==> config.mk <==
export PLATFORM = sky130hd
export DESIGN_NAME = lcd_text_sequencer
export DESIGN_NICKNAME = d
export VERILOG_FILES = /design/src/rtl/lcd_pkg.sv /design/src/rtl/lcd_char_buffer.sv /design/src/rtl/lcd_text_sequencer.sv
export SDC_FILE = /design/constraint.sdc
export NUM_CORES = 1
export LEC_CHECK = 0
export ABC_AREA = 1
export CAP_MARGIN = 20
export CORE_MARGIN = 2
export CORE_UTILIZATION = 50
export CTS_BUF_LIST = sky130_fd_sc_hd__clkbuf_16
export DETAILED_ROUTE_END_ITERATION = 8
export GPL_ROUTABILITY_DRIVEN = 1
export PLACE_DENSITY = 0.71
export SLEW_MARGIN = 15
export SYNTH_ARGS = -nofsm -noshare
export SYNTH_HDL_FRONTEND = slang
export SYNTH_SLANG_ARGS = --single-unit
==> constraint.sdc <==
create_clock -name clk -period 4.75 [get_ports clk]
set_input_delay 0.475 -clock clk [delete_from_list [all_inputs] [get_ports clk]]
set_output_delay 0.475 -clock clk [all_outputs]
set_load 0.01 [all_outputs]
==> src/rtl/lcd_pkg.sv <==
// Shared definitions for the LCD text path: HD44780 command bytes, sequencer
// state encoding and init-list length. Also used by the byte-transfer controller.
// No logic; constants and types only.
package lcd_pkg;

    // HD44780 command bytes
    localparam logic [7:0] LCD_FUNC_SET = 8'h38;  // 8-bit bus, 2 lines, 5x8 font
    localparam logic [7:0] LCD_DISP_ON  = 8'h0C;  // display on, cursor off, blink off
    localparam logic [7:0] LCD_CLEAR    = 8'h01;  // clear display, home cursor
    localparam logic [7:0] LCD_ENTRY    = 8'h06;  // increment address, no shift
    localparam logic [7:0] LCD_LINE1    = 8'h80;  // DDRAM address 0x00
    localparam logic [7:0] LCD_LINE2    = 8'hC0;  // DDRAM address 0x40

    localparam logic [7:0] LCD_BLANK    = 8'h20;  // ASCII space

    localparam int LCD_INIT_LEN = 6;

    // ISSUE states last one cycle (lcd_start high); WAIT states wait for lcd_done.
    typedef enum logic [2:0] {
        ST_PWR_WAIT   = 3'd0,
        ST_INIT_ISSUE = 3'd1,
        ST_INIT_WAIT  = 3'd2,
        ST_IDLE       = 3'd3,
        ST_ROW_ADDR   = 3'd4,
        ST_ROW_WAIT   = 3'd5,
        ST_CHARS      = 3'd6,
        ST_CHAR_WAIT  = 3'd7
    } lcd_state_t;

endpackage

==> src/rtl/lcd_char_buffer.sv <==
// 32x8 character buffer: index 0-15 = line 1, 16-31 = line 2; resets to spaces.
// Write takes effect at the next clk edge; read is combinational (zero latency).
// No backpressure: a write is accepted every cycle.
// Ports: clk, reset (sync, high); wr_en/wr_addr/wr_data write port; rd_addr/rd_data read port.
module lcd_char_buffer
    import lcd_pkg::*;
(
    input  logic       clk,
    input  logic       reset,
    input  logic       wr_en,
    input  logic [4:0] wr_addr,
    input  logic [7:0] wr_data,
    input  logic [4:0] rd_addr,
    output logic [7:0] rd_data
);

    logic [7:0] mem [32];

    always_ff @(posedge clk) begin
        if (reset) begin
            for (int i = 0; i < 32; i++) begin
                mem[i] <= LCD_BLANK;
            end
        end else if (wr_en) begin
            mem[wr_addr] <= wr_data;
        end
    end

    assign rd_data = mem[rd_addr];

endmodule

==> src/rtl/lcd_text_sequencer.sv <==
// HD44780 init + 2x16 redraw sequencer driving a byte-transfer controller via start/done.
// Latency: lcd_start one cycle after the triggering update/done; all outputs registered.
// Backpressure: one byte outstanding; waits for lcd_done; updates while busy fold into a pending flag.
// Ports: clk, reset (sync, high); wr_en/wr_addr/wr_data char writes; update redraw pulse;
//        busy, init_done status; lcd_data/lcd_rs/lcd_start to controller, lcd_done back.
// Build option: define LCD_AUTO_REFRESH_EN for a periodic internal redraw every REFRESH_CYCLES.
module lcd_text_sequencer
    import lcd_pkg::*;
#(
    parameter int unsigned POWERUP_CYCLES = 750_000,
    parameter int unsigned REFRESH_CYCLES = 5_000_000
) (
    input  logic       clk,
    input  logic       reset,
    input  logic       wr_en,
    input  logic [4:0] wr_addr,
    input  logic [7:0] wr_data,
    input  logic       update,
    output logic       busy,
    output logic       init_done,
    output logic [7:0] lcd_data,
    output logic       lcd_rs,
    output logic       lcd_start,
    input  logic       lcd_done
);

    // Elaboration-time sanity on the configuration.
    if (POWERUP_CYCLES < 1) begin : g_bad_powerup
        $error("POWERUP_CYCLES must be at least 1");
    end
    if (REFRESH_CYCLES < 2) begin : g_bad_refresh
        $error("REFRESH_CYCLES must be at least 2");
    end

    localparam int unsigned PWR_W = (POWERUP_CYCLES > 1) ? $clog2(POWERUP_CYCLES) : 1;

    lcd_state_t       state, state_nxt;
    logic [PWR_W-1:0] pwr_cnt;
    logic             pwr_last;
    logic [2:0]       init_idx, init_idx_nxt;
    logic [4:0]       char_idx, char_idx_nxt;
    logic             pending;
    logic             upd;
    logic             issue;
    logic             issue_rs;
    logic [7:0]       issue_data;
    logic [7:0]       init_cmd;
    logic [7:0]       rd_data;

    // ------------------------------------------------------------------
    // Redraw trigger: port pulse, optionally ORed with the refresh timer.
    // ------------------------------------------------------------------
`ifdef LCD_AUTO_REFRESH_EN
    localparam int unsigned REF_W = $clog2(REFRESH_CYCLES);

    logic [REF_W-1:0] refresh_cnt;
    logic             refresh_pulse;

    // Free-running once init has completed; one-cycle pulse per period.
    always_ff @(posedge clk) begin
        if (reset || !init_done) begin
            refresh_cnt   <= '0;
            refresh_pulse <= 1'b0;
        end else if (refresh_cnt == REF_W'(REFRESH_CYCLES - 1)) begin
            refresh_cnt   <= '0;
            refresh_pulse <= 1'b1;
        end else begin
            refresh_cnt   <= refresh_cnt + 1'b1;
            refresh_pulse <= 1'b0;
        end
    end

    assign upd = update | refresh_pulse;
`else
    assign upd = update;
`endif

    // ------------------------------------------------------------------
    // Character buffer
    // ------------------------------------------------------------------
    // Read address follows the index about to be issued, so the byte is
    // sampled in the same cycle the start request is registered.
    lcd_char_buffer u_buf (
        .clk     (clk),
        .reset   (reset),
        .wr_en   (wr_en),
        .wr_addr (wr_addr),
        .wr_data (wr_data),
        .rd_addr (char_idx_nxt),
        .rd_data (rd_data)
    );

    // ------------------------------------------------------------------
    // Power-up delay counter
    // ------------------------------------------------------------------
    always_ff @(posedge clk) begin
        if (reset) begin
            pwr_cnt <= '0;
        end else if (state == ST_PWR_WAIT && !pwr_last) begin
            pwr_cnt <= pwr_cnt + 1'b1;
        end
    end

    assign pwr_last = (pwr_cnt == PWR_W'(POWERUP_CYCLES - 1));

    // ------------------------------------------------------------------
    // Init command ROM, indexed by the entry about to be issued
    // ------------------------------------------------------------------
    always_comb begin
        init_cmd = LCD_FUNC_SET;
        case (init_idx_nxt)
            3'd0, 3'd1, 3'd2: init_cmd = LCD_FUNC_SET;
            3'd3:             init_cmd = LCD_DISP_ON;
            3'd4:             init_cmd = LCD_CLEAR;
            3'd5:             init_cmd = LCD_ENTRY;
            default:          init_cmd = LCD_FUNC_SET;
        endcase
    end

    // ------------------------------------------------------------------
    // FSM: state register
    // ------------------------------------------------------------------
    always_ff @(posedge clk) begin
        if (reset) begin
            state    <= ST_PWR_WAIT;
            init_idx <= '0;
            char_idx <= '0;
        end else begin
            state    <= state_nxt;
            init_idx <= init_idx_nxt;
            char_idx <= char_idx_nxt;
        end
    end

    // ------------------------------------------------------------------
    // FSM: next state. 'issue' means the next cycle is an ISSUE cycle.
    // ------------------------------------------------------------------
    always_comb begin
        state_nxt    = state;
        init_idx_nxt = init_idx;
        char_idx_nxt = char_idx;
        issue        = 1'b0;
        issue_rs     = 1'b0;

        case (state)
            ST_PWR_WAIT: begin
                if (pwr_last) begin
                    state_nxt    = ST_INIT_ISSUE;
                    init_idx_nxt = '0;
                    issue        = 1'b1;
                end
            end
            ST_INIT_ISSUE: state_nxt = ST_INIT_WAIT;
            ST_INIT_WAIT: begin
                if (lcd_done) begin
                    if (init_idx == 3'(LCD_INIT_LEN - 1)) begin
                        state_nxt = ST_IDLE;
                    end else begin
                        state_nxt    = ST_INIT_ISSUE;
                        init_idx_nxt = init_idx + 1'b1;
                        issue        = 1'b1;
                    end
                end
            end
            ST_IDLE: begin
                if (upd || pending) begin
                    state_nxt    = ST_ROW_ADDR;
                    char_idx_nxt = '0;
                    issue        = 1'b1;
                end
            end
            ST_ROW_ADDR: state_nxt = ST_ROW_WAIT;
            ST_ROW_WAIT: begin
                if (lcd_done) begin
                    state_nxt = ST_CHARS;
                    issue     = 1'b1;
                    issue_rs  = 1'b1;
                end
            end
            ST_CHARS: state_nxt = ST_CHAR_WAIT;
            ST_CHAR_WAIT: begin
                if (lcd_done) begin
                    if (char_idx == 5'd31) begin
                        state_nxt = ST_IDLE;
                    end else begin
                        char_idx_nxt = char_idx + 1'b1;
                        issue        = 1'b1;
                        // End of line 1: reposition the cursor before index 16.
                        if (char_idx == 5'd15) begin
                            state_nxt = ST_ROW_ADDR;
                        end else begin
                            state_nxt = ST_CHARS;
                            issue_rs  = 1'b1;
                        end
                    end
                end
            end
            default: state_nxt = ST_PWR_WAIT;
        endcase
    end

    always_comb begin
        issue_data = init_cmd;
        if (issue_rs) begin
            issue_data = rd_data;
        end else if (state_nxt == ST_ROW_ADDR) begin
            issue_data = char_idx_nxt[4] ? LCD_LINE2 : LCD_LINE1;
        end
    end

    // ------------------------------------------------------------------
    // Registered outputs and pending flag
    // ------------------------------------------------------------------
    always_ff @(posedge clk) begin
        if (reset) begin
            lcd_start <= 1'b0;
            lcd_data  <= 8'h00;
            lcd_rs    <= 1'b0;
            busy      <= 1'b1;
            init_done <= 1'b0;
            pending   <= 1'b0;
        end else begin
            lcd_start <= issue;
            // data/rs only change when a new byte is issued, so they hold
            // from the start cycle through done.
            if (issue) begin
                lcd_data <= issue_data;
                lcd_rs   <= issue_rs;
            end
            busy <= (state_nxt != ST_IDLE);
            if (state == ST_INIT_WAIT && state_nxt == ST_IDLE) begin
                init_done <= 1'b1;
            end
            // IDLE consumes the flag (and any same-cycle update); anywhere
            // else an update is remembered, saturating at one.
            if (state == ST_IDLE) begin
                pending <= 1'b0;
            end else if (upd) begin
                pending <= 1'b1;
            end
        end
    end

endmodule

After elaboration in Yosys (flattened, before gate mapping)
Memory sizes are Yosys's and may differ from the RTL's.
Index checks and enable logic that the tools add are counted.
Word-level totals
  memories: 1
  input bits: 18
  register bits after elaboration: 44
  memory bits (writable): 256
Operators by class
  mux-type cells: 41
  $add $sub $neg: 3
  reduce and logical (&&, ||, !) cells: 7
  equality and inequality tests: 17
Memory list
  u_buf.mem: depth 32, width 8, rd ports 1, clocked after Yosys merged registers in 0, wr ports 32, line lcd_char_buffer.sv:17  | logic [7:0] mem [32];
Operators by type and width (number)
  $mux W3: 9
  $eq A3 B3 Y1 const B: 8
  $mux W8: 3
  $pmux W3 S8: 1
  $add A20 B1 Y20 const B: 1
  $eq A20 B20 Y1 const B: 1
  $mux W5: 4
  $pmux W6 S3: 1
  $mux W1: 16
  $eq A3 B2 Y1 const B: 4
  $pmux W5 S2: 1
  $reduce_or A8 Y1: 1
  $mux W7: 1
  $pmux W3 S2: 1
  $add A5 B1 Y5 const B: 1
  $eq A5 B4 Y1 const B: 1
  $eq A5 B5 Y1 const B: 1
  $pmux W1 S5: 1
  $mux W2: 2
  $add A3 B1 Y3 const B: 1
  $eq A3 B1 Y1 const B: 1
  $logic_not A3 Y1: 1
  $ne A3 B2 Y1 const B: 1
  $logic_and A1 B1 Y1: 2
  other kinds (4): 4

Longest topological paths before layout
Gate-level depths: netlist of the first run.
  word-level depth: 8
  depth in mapped cells: 15
  gate-level depth less buffers: 14

Hierarchy
From an unflattened synthesis of the first run, not the netlist that was laid out.
Unflattened totals
  cell total of the unflattened synthesis: 1674
  area, all modules: 14659.1 um^2
Modules (own cells, without submodules)
  lcd_char_buffer: instances 1, cells each 1282, area an instance 11989.0 um^2
  lcd_text_sequencer: instances 1, cells each 392, area an instance 2670.1 um^2

Worst setup path after synthesis of the first run
Ideal clock, no wire load.
  path kind: register to register
  start point: reg char_idx[0]
  end point: reg lcd_data[4]
  buffers on the path: 2
  path slack: 2.694 ns
  setup time: 0.070 ns
  stages on the path, launching flop included: 16
  arrival time: 1.986 ns
  cell sequence: dfxtp_1 -> ha_1 -> nand4_1 -> nand2_1 -> nand2_1 -> nand3_1 -> nand2_2 -> buf_6 -> buf_2 -> nand2_1 -> nand3_1 -> nand3_1 -> nand3_1 -> nand3_1 -> nand3_1 -> a21oi_1
Between the ends
  word-level cells in the longest chain between the ends: 8
Ends and longest elaborated chain
  start, declared: line lcd_text_sequencer.sv:41  | logic [4:0] char_idx, char_idx_nxt;
  start signal, assigned: line lcd_text_sequencer.sv:131  | char_idx <= char_idx_nxt;
  branches (longest 8 deep; another with $mem_v2 Z32 W8)
  end signal, assigned: line lcd_text_sequencer.sv:227  | lcd_data <= issue_data;
  end, declared: line lcd_text_sequencer.sv:21  | output logic [7:0] lcd_data,
Several ways; the timed one is not identified.
A chain may end at the register's enable or synchronous reset.

Worst setup path after layout of the first run
  start point: reg char_idx[0]
  end point: reg lcd_data[1]
The elaborated chain is that of the path after synthesis.

==> flow_summary.yaml, run 1 <==
timing:
  drv_slew: 0
  fin_tns_setup_ns: 0
  setup_viol: 0
  fmax_mhz: 300
  skew_ns: 0.0216
  grt_setup_unrepaired: "no"
  maxSlewHeadroom_pct: 33.3
  tightest_slew_ns: 0.998
  fin_crit_ns: 3.34
  hold_viol_final: 0
  period_share_pct: 70.3
  holdWs_ns: 0.467
synthesis:
  ys_seq_area_share_pct: 56.8
  yosysTopAreaCell: "edfxtp_1"
  syn_area_sq_um: 15100
  synth_cells: 1818
  yosys.area.top_type_share_pct: 50.9
  yosys-top-cells-count: "nand2_1, inv_1, nand3_1, nor2_1, edfxtp_1"
  synth_edf_count: 256
  syn_nets: 1840
  synth.avg_cell_area_sq_um: 8.30
  synth_seq_cells: 300
  yosysMostFrequentCell: "nand2_1"
  ys_dominant_reg_cell: "edfxtp_1"
  ys_warn_count: 0
  ys_types: 36
  ys_top_cells_by_area: "edfxtp_1, nand3_1, nand2_1, inv_1, nor2_1"
  async_reset_ff_share_pct: 0
cts:
  cts.path.max_buffers: 3
  clock-sinks: 300
  ctsHtreeMaxLevel: 2
  post_cts_buffers: 0
  cts_tree: "yes"
  numCtsBuffers: 34
  clock_latency_ns: 0.51
  cts-root-buf: "clkbuf_16"
  cts-resized-gates: 0
  postCtsHoldBufs: 0
  path_clk_slew_ns: 0.06
worst_setup_path:
  crit_buf_inv: 1
  max_stage_delay_ns: 0.60
  critPathKind: "reg2reg"
  critPathCaptureType: "flip-flop"
  path_max_fanout: 51
  reg2reg_to: "lcd_data[1]"
  start_kind: "flip-flop"
  crit_chain: "ha_1, nand4_1, nand2_1, nand2_1, nand3_2, nand2_4, buf_12, nand2_1, nand3_1, nand3_1, nand3_1, nand3_1, nand3_1, a21oi_1"
  cpMostUsedCell: "nand3_1"
  ff2ff_path_depth: 14
  reg2reg_from: "char_idx[0]"
  slowest_stage: "nand2_4"
  r2r_slack_ns: 1.41
  crit_required_ns: 5.13
  cp.arrival_ns: 3.72
  cp_top_family: "simple AND/OR/NAND/NOR gates"
floorplan:
  die_area_sq_um: 31600
  die_h_um: 178
  core_sq_um: 29700
  rows: 63
  dieWidth_um: 178
  io_pins: 30
  start_util_pct: 50.8
grt:
  grt.overflow.total: 0
  antenna_found_initial: 0
  grtUsageTotal_pct: 26.5
  grt_pass1_vias: 11738
  grt_first_pass_wirelength_mm: 64.1
  grt_max_degree: 65
outcome:
  outcome: "completed"
routing:
  firstDrtPassIters: 5
  routed-via-count: 12324
  ant_nets: 0
  drt_wl_total_mm: 41.1
  viasPerCell: 5.54
  routedWlPerCell_um: 18.5
  drc_errors: 0
  drt-initial-drc-count: 1340
min_path:
  hp-class: "reg2reg"
  worstHoldEndpoint: "init_done"
  worstHoldStart: "init_done"
  min_path_cells: 1
power:
  p_leak_nw: 7.19
  irDropWorstVdd_mv: 0.244
  powerDensity_nw_per_um2: 348
layout:
  num-fill-cells: 2716
  seq_area_sq_um: 8570
  layout.nets: 1832
  drive_above_1_share_pct: 4.47
  diodes: 0
  area_growth_pct: 10.3
  multi_input_area_sq_um: 4790
placed_design:
  gp_congestion: 0.947
  io_buffers: 29
  place_hpwl_mm: 26.0
run:
  drv_cap: 0
## worst max path at each step
stage	to	slack (ns)	cells past startpoint	from
2_1_floorplan	lcd_data[4]	2.69	15	char_idx[0]
3_3_place_gp	lcd_data[1]	1.19	13	lcd_done
3_5_place_dp	lcd_data[1]	1.11	13	lcd_done
4_1_cts	lcd_data[1]	1.56	14	char_idx[0]
5_1_grt	lcd_data[2]	1.22	14	char_idx[0]
6_report	lcd_data[1]	1.41	14	char_idx[0]
## state kept, by name (all words and copies together), names as in the netlist
register   flops
lcd_rs         1
state          3
char_idx       5
lcd_data       8
u_buf.mem    256
init_done      1
pending        1
pwr_cnt       20
busy           1
lcd_start      1
init_idx       3
## where the power goes
group	switching, mW	leakage [nW]	internal, mW
Clock	1.05	0.554	1.44
Sequential	0.0369	2.81	2.98
Combinational	0.220	3.83	0.0707
## metrics by stage
step | utilization, % | total power [mW] | cell area, sq um | std cells | worst slack, ns
after floorplan | - | 3.24 | 15100 | 1818 | 2.69
after global placement | 52.4 | 3.35 | 15600 | 2163 | 1.19
after detailed placement | 52.4 | 3.35 | 15600 | 2163 | 1.11
after CTS | 55.9 | 5.80 | 16600 | 2222 | 1.56
after global routing | 56.0 | 5.95 | 16600 | 2223 | 1.22
final | 56.0 | 5.79 | 16600 | 2223 | 1.41
## per-layer routing
| layer | track usage [%] | up-vias | wire (um) |
|---|---|---|---|
| li1 | - | 5773 | - |
| met1 | 34.6 | 5809 | 16400 |
| met2 | 43.5 | 610 | 19600 |
| met3 | 4.58 | 132 | 3380 |
| met4 | 11.5 | 0 | 1740 |
| met5 | 0 | - | 0 |
## final cells by class
type,instances,share of cell area (%)
Clock inverter,24,0.955
Multi-Input combinational cell,1081,28.8
Timing Repair Buffer,45,2.74
Tap cell,390,2.93
Clock buffer,35,5.26
Sequential cell,300,51.5
Inverter,348,7.85
## placed cells by master, fill, tap and decap left out, types with 2 or more instances in the layout
cell             Yosys  layout
inv_2                3      11
clkinv_1             3       8
nand2_2              2       2
clkdlybuf4s50_1      0      29
ha_1                 4       4
xnor2_1              4       4
nand3b_1             3       3
clkinv_2             0       3
nand3_2              2       2
or2_2                2       2
nand2_1            349     348
nor4_1               4       4
buf_4                3      13
clkbuf_16            0      35
edfxtp_1           256     256
nand3_1            306     306
a21oi_1             30      30
xor2_1               5       5
inv_1              342     346
nor3_1              26      26
dfxtp_1             44      44
bufinv_16            0       2
nor2_1             295     295
buf_12               0       2
nand4_1             13      13
nand2_4              3       4
o21ai_0             19      19
a31oi_1              4       4
## cells by family (layout without fill, tap and decap cells)
kind of cell | count (synthesis) | count (layout) | share of synthesized area [%]
simple gates | 1006 | 1006 | 28.5
buf+inv | 437 | 452 | 11.5
flops | 300 | 300 | 56.8
compound gates | 62 | 62 | 2.33
xor+xnor | 9 | 9 | 0.522
fa+ha+maj | 4 | 4 | 0.332
No activity file was read; power rests on OpenSTA's default activity.
==> inputs of run 2 (changes only) <==
clock period = 3.3 ns   (was 4.75 ns; I/O delays follow)
==> flow_summary.yaml, run 2 (synthesized netlist as in run 1, its figures left out) <==
outcome:
  outcome: "completed"
worst_setup_path:
  cp.arrival_ns: 3.15
  path_max_fanout: 30
  max_stage_delay_ns: 0.45
  crit_required_ns: 3.74
  cpMostUsedCell: "nand3_1"
  critPathKind: "reg2reg"
  cp_top_family: "simple AND/OR/NAND/NOR gates"
  crit_buf_inv: 1
  slowest_stage: "dfxtp_1"
  crit_chain: "ha_1, nand4_1, nand3_2, nand2_4, nand2_4, buf_12, nand2_1, nand2_1, nand2_1, nand3_1, nand3_1, nand3_1, nand3_1, a21oi_1"
  critPathCaptureType: "flip-flop"
  start_kind: "flip-flop"
timing:
  grt_setup_unrepaired: "no"
  hold_viol_final: 0
  drv_slew: 0
  skew_ns: 0.0209
  fin_crit_ns: 2.71
  setup_viol: 0
  period_share_pct: 82.2
  maxSlewHeadroom_pct: 49.2
  fin_tns_setup_ns: 0
  tightest_slew_ns: 0.762
  fmax_mhz: 368
layout:
  layout.nets: 1845
  layout_common_cells: "inv_1, nand2_1, nand3_1, nor2_1, edfxtp_1"
  area_growth_pct: 11.2
  largest_register_ff_count: 256
  diodes: 0
  final_util_pct: 56.5
  drive_above_1_share_pct: 4.92
  final_common_cell: "inv_1"
  reg_top3: "u_buf.mem x256, pwr_cnt x20, lcd_data x8"
  largest_register: "u_buf.mem"
cts:
  clock-sinks: 300
  cts.path.max_buffers: 3
  path_clk_slew_ns: 0.06
  post_cts_buffers: 0
  cts-resized-gates: 0
  ctsHtreeMaxLevel: 2
  postCtsHoldBufs: 0
  cts_tree: "yes"
  clock_latency_ns: 0.51
  numCtsBuffers: 34
  cts-root-buf: "clkbuf_16"
floorplan:
  core_sq_um: 29700
  start_util_pct: 50.8
  die_h_um: 178
  io_pins: 30
  dieWidth_um: 178
  die_area_sq_um: 31600
  rows: 63
run:
  drv_cap: 0
routing:
  firstDrtPassIters: 6
  drt_wl_total_mm: 40.7
  routedWlPerCell_um: 18.2
  ant_nets: 0
  drc_errors: 0
  viasPerCell: 5.40
  drt-initial-drc-count: 1393
  routed-via-count: 12080
power:
  p_comb_share_pct: 5.1
  p_int_mw: 6.47
  irDropWorstVdd_mv: 0.287
  powerDensity_nw_per_um2: 497
  p_leak_nw: 7.27
  switching_power_mw: 1.87
  clock_power_share_pct: 42.8
  p_seq_share_pct: 52.0
  p_sw_share_pct: 22.4
grt:
  grt.overflow.total: 0
  grt_pass1_vias: 11329
  grtUsageTotal_pct: 26.3
  grt_first_pass_wirelength_mm: 63.3
  antenna_found_initial: 0
  grt_max_degree: 65
placed_design:
  io_buffers: 29
  place_hpwl_mm: 26.5
  gp_congestion: 0.963
min_path:
  hp-class: "reg2reg"
run 2: cell count changes in the layout (fill, tap and decap cells not counted), sizes merged:
| cell | before | now |
|---|---|---|
| clkinvlp | 0 | 2 |
| clkinv | 11 | 13 |
| buf | 16 | 29 |
| inv | 359 | 357 |
run 2: per-layer routing:
layer | wire [um] | GRT usage [%]
met2 | 18800 | 42.3
met1 | 16600 | 35.9
met5 | 0 | 0
met3 | 3790 | 4.56
met4 | 1510 | 9.84
run 2: power by group through the flow:
stage	clock network (mW)	registers (mW)	logic, mW
3_3_place_gp	0	4.41	0.415
2_1_floorplan	0	4.40	0.265
5_1_grt	3.74	4.35	0.474
4_1_cts	3.61	4.34	0.424
3_5_place_dp	0	4.42	0.422
6_report	3.57	4.34	0.428
run 2: layout make-up:
class | instances | area (sq um)
Clock buffer | 35 | 876
Clock inverter | 26 | 169
Fill cell | 2681 | 12900
Inverter | 348 | 1310
Multi-Input combinational cell | 1081 | 4790
Sequential cell | 300 | 8570
Tap cell | 390 | 488
Timing Repair Buffer | 58 | 583
run 2: final timing paths:
check	from	end	slack [ns]	cells past startpoint
max reg2reg	char_idx[0]	lcd_data[7]	0.59	14
min reg2reg	init_done	init_done	0.47	1
min	init_done	init_done	0.47	1
max	char_idx[0]	lcd_data[7]	0.59	14
run 2: per-stage QoR:
stage | instances | area, sq um | setup WS [ns] | total power, mW | hold WS, ns
floorplan | 1818 | 15100 | 1.24 | 4.66 | 0.452
global placement | 2177 | 15700 | 0.410 | 4.83 | 0.452
detailed placement | 2177 | 15700 | 0.362 | 4.84 | 0.462
CTS | 2238 | 16800 | 0.645 | 8.38 | 0.475
global route | 2238 | 16800 | 0.271 | 8.57 | 0.499
finish | 2238 | 16800 | 0.586 | 8.34 | 0.475
==> inputs of run 3 (changes only) <==
PLACE_DENSITY = 0.74   (was 0.71)
clock period = 2.45 ns   (was 3.3 ns; I/O delays follow)
==> flow_summary.yaml, run 3 (synthesized netlist as in run 1, its figures left out) <==
worst_setup_path:
  slowest_stage: "dfxtp_1"
  critPathCaptureType: "flip-flop"
  cp_top_family: "simple AND/OR/NAND/NOR gates"
  reg2reg_from: "char_idx[0]"
  crit_buf_inv: 2
  path_max_fanout: 24
  cpMostUsedCell: "nand3_1"
  critPathKind: "reg2reg"
  start_kind: "flip-flop"
  cp.arrival_ns: 2.78
  max_stage_delay_ns: 0.33
  crit_chain: "ha_2, nand4_1, buf_4, nand3_2, nand2_4, nand2_8, buf_16, nand2_1, nand3_1, nand3_1, nand3_1, nand3_1, nand3_1, a21oi_1"
  crit_start: "char_idx[0]"
  crit_required_ns: 2.85
floorplan:
  die_area_sq_um: 31600
  rows: 63
  start_util_pct: 50.8
  core_sq_um: 29700
  io_pins: 30
  dieWidth_um: 178
  die_h_um: 178
layout:
  largest_register: "u_buf.mem"
  reg_top3: "u_buf.mem x256, pwr_cnt x20, lcd_data x8"
  area_growth_pct: 15.5
  largest_register_ff_count: 256
  layout_common_cells: "inv_1, nand2_1, nand3_1, nor2_1, edfxtp_1"
  diodes: 0
  drive_above_1_share_pct: 8.66
  final_util_pct: 58.7
  layout.nets: 1912
  final_common_cell: "inv_1"
  instances_no_fill: 2306
power:
  p_int_mw: 8.54
  powerDensity_nw_per_um2: 638
  irDropWorstVdd_mv: 0.472
  p_total_mw: 11.1
  clock_power_share_pct: 41.8
  switching_power_mw: 2.58
  p_comb_share_pct: 5.7
  p_seq_share_pct: 52.5
  p_leak_nw: 7.62
  p_sw_share_pct: 23.2
routing:
  drt_wl_total_mm: 41.7
  viasPerCell: 5.47
  ant_nets: 0
  drc_errors: 0
  drt-initial-drc-count: 1731
  routedWlPerCell_um: 18.1
  routed-via-count: 12625
  firstDrtPassIters: 6
timing:
  drv_slew: 0
  maxSlewHeadroom_pct: 59.6
  fin_ws_ns: 0.0687
  fin_crit_ns: 2.38
  fmax_mhz: 420
  setup_viol: 0
  hold_viol_final: 0
  fin_tns_setup_ns: 0
  skew_ns: 0.0178
  period_share_pct: 97.2
  tightest_slew_ns: 0.606
cts:
  cts-root-buf: "clkbuf_16"
  path_clk_slew_ns: 0.06
  ctsHtreeMaxLevel: 2
  postCtsHoldBufs: 0
  clock-sinks: 300
  cts_tree: "yes"
  cts.path.max_buffers: 3
  numCtsBuffers: 35
  clock_latency_ns: 0.52
placed_design:
  io_buffers: 29
  place_hpwl_mm: 26.1
  place_worst_setup_slack_ns: -0.110
  gp_congestion: 0.889
  placedCellCount: 2239
grt:
  grt_max_degree: 54
  grt_use_met1_pct: 36.4
  grtUsageMet2_pct: 41.4
  grt_first_pass_wirelength_mm: 63.2
  antenna_found_initial: 0
  grt.overflow.total: 0
  grt_pass1_vias: 11770
  grt-busiest-layer: "met2"
  grtUsageTotal_pct: 26.0
  met3_usage_pct: 4.43
min_path:
  hp-class: "reg2reg"
  worstHoldStart: "pwr_cnt[12]"
outcome:
  outcome: "completed"
run:
  drv_cap: 0
## run 3: changes by cell type in the layout (fill, tap and decap cells not counted), sizes merged
| cell | change |
|---|---|
| clkinv | +4 |
| clkbuf | +3 |
| bufinv | -2 |
| buf | +63 |
## run 3: timing repair
| action | 4_1_cts | 5_1_grt |
|---|---|---|
| buffers inserted | 0 | 1 |
| hold endpoints to repair | 0 | 0 |
| resized for setup | 0 | 16 |
| endpoints found under the setup margin | 0 | 9 |
## run 3: area by class of cell
class | instances | area, sq um
multi-input combinational | 1081 | 4840
fill | 2549 | 12300
tap | 390 | 488
clock buffer | 35 | 876
inverter | 348 | 1310
sequential | 300 | 8570
clock inverter | 28 | 135
timing repair buffer | 124 | 1210
## run 3: per-layer routing
metal / vias up / share of wire [%]
met3: 81 / 10
met2: 674 / 46
met5: - / 0
met4: 0 / 2.7
li1: 5932 / -
met1: 5938 / 41
## run 3: metrics by stage
stage	instance area, sq um	hold WS (ns)
2_1_floorplan	15100	0.452
3_3_place_gp	16300	0.454
3_5_place_dp	16300	0.468
4_1_cts	17300	0.478
5_1_grt	17400	0.509
6_report	17400	0.481
## run 3: power groups by stage
stage          combinational, mW  sequential, mW  clock, mW
2_1_floorplan              0.357            5.92          0
3_3_place_gp               0.602            5.94          0
3_5_place_dp               0.612            5.95          0
4_1_cts                    0.616            5.84       4.67
5_1_grt                    0.686            5.86       4.89
6_report                   0.629            5.84       4.65
## run 3: path summary, 6_finish.rpt
path	endpoint	slack, ns	depth (start not counted)
worst max-delay path	lcd_data[1]	0.07	14
worst min-delay path	pwr_cnt[12]	0.48	2
worst max register to register	lcd_data[1]	0.07	14
worst min register to register	pwr_cnt[12]	0.48	2
## run 3: worst min-delay path: cells and delay by family, from the launching register on
family,cells,cell delay [ns]
flops,1,0.32
compound gates,1,0.05
buf+inv,1,0.06
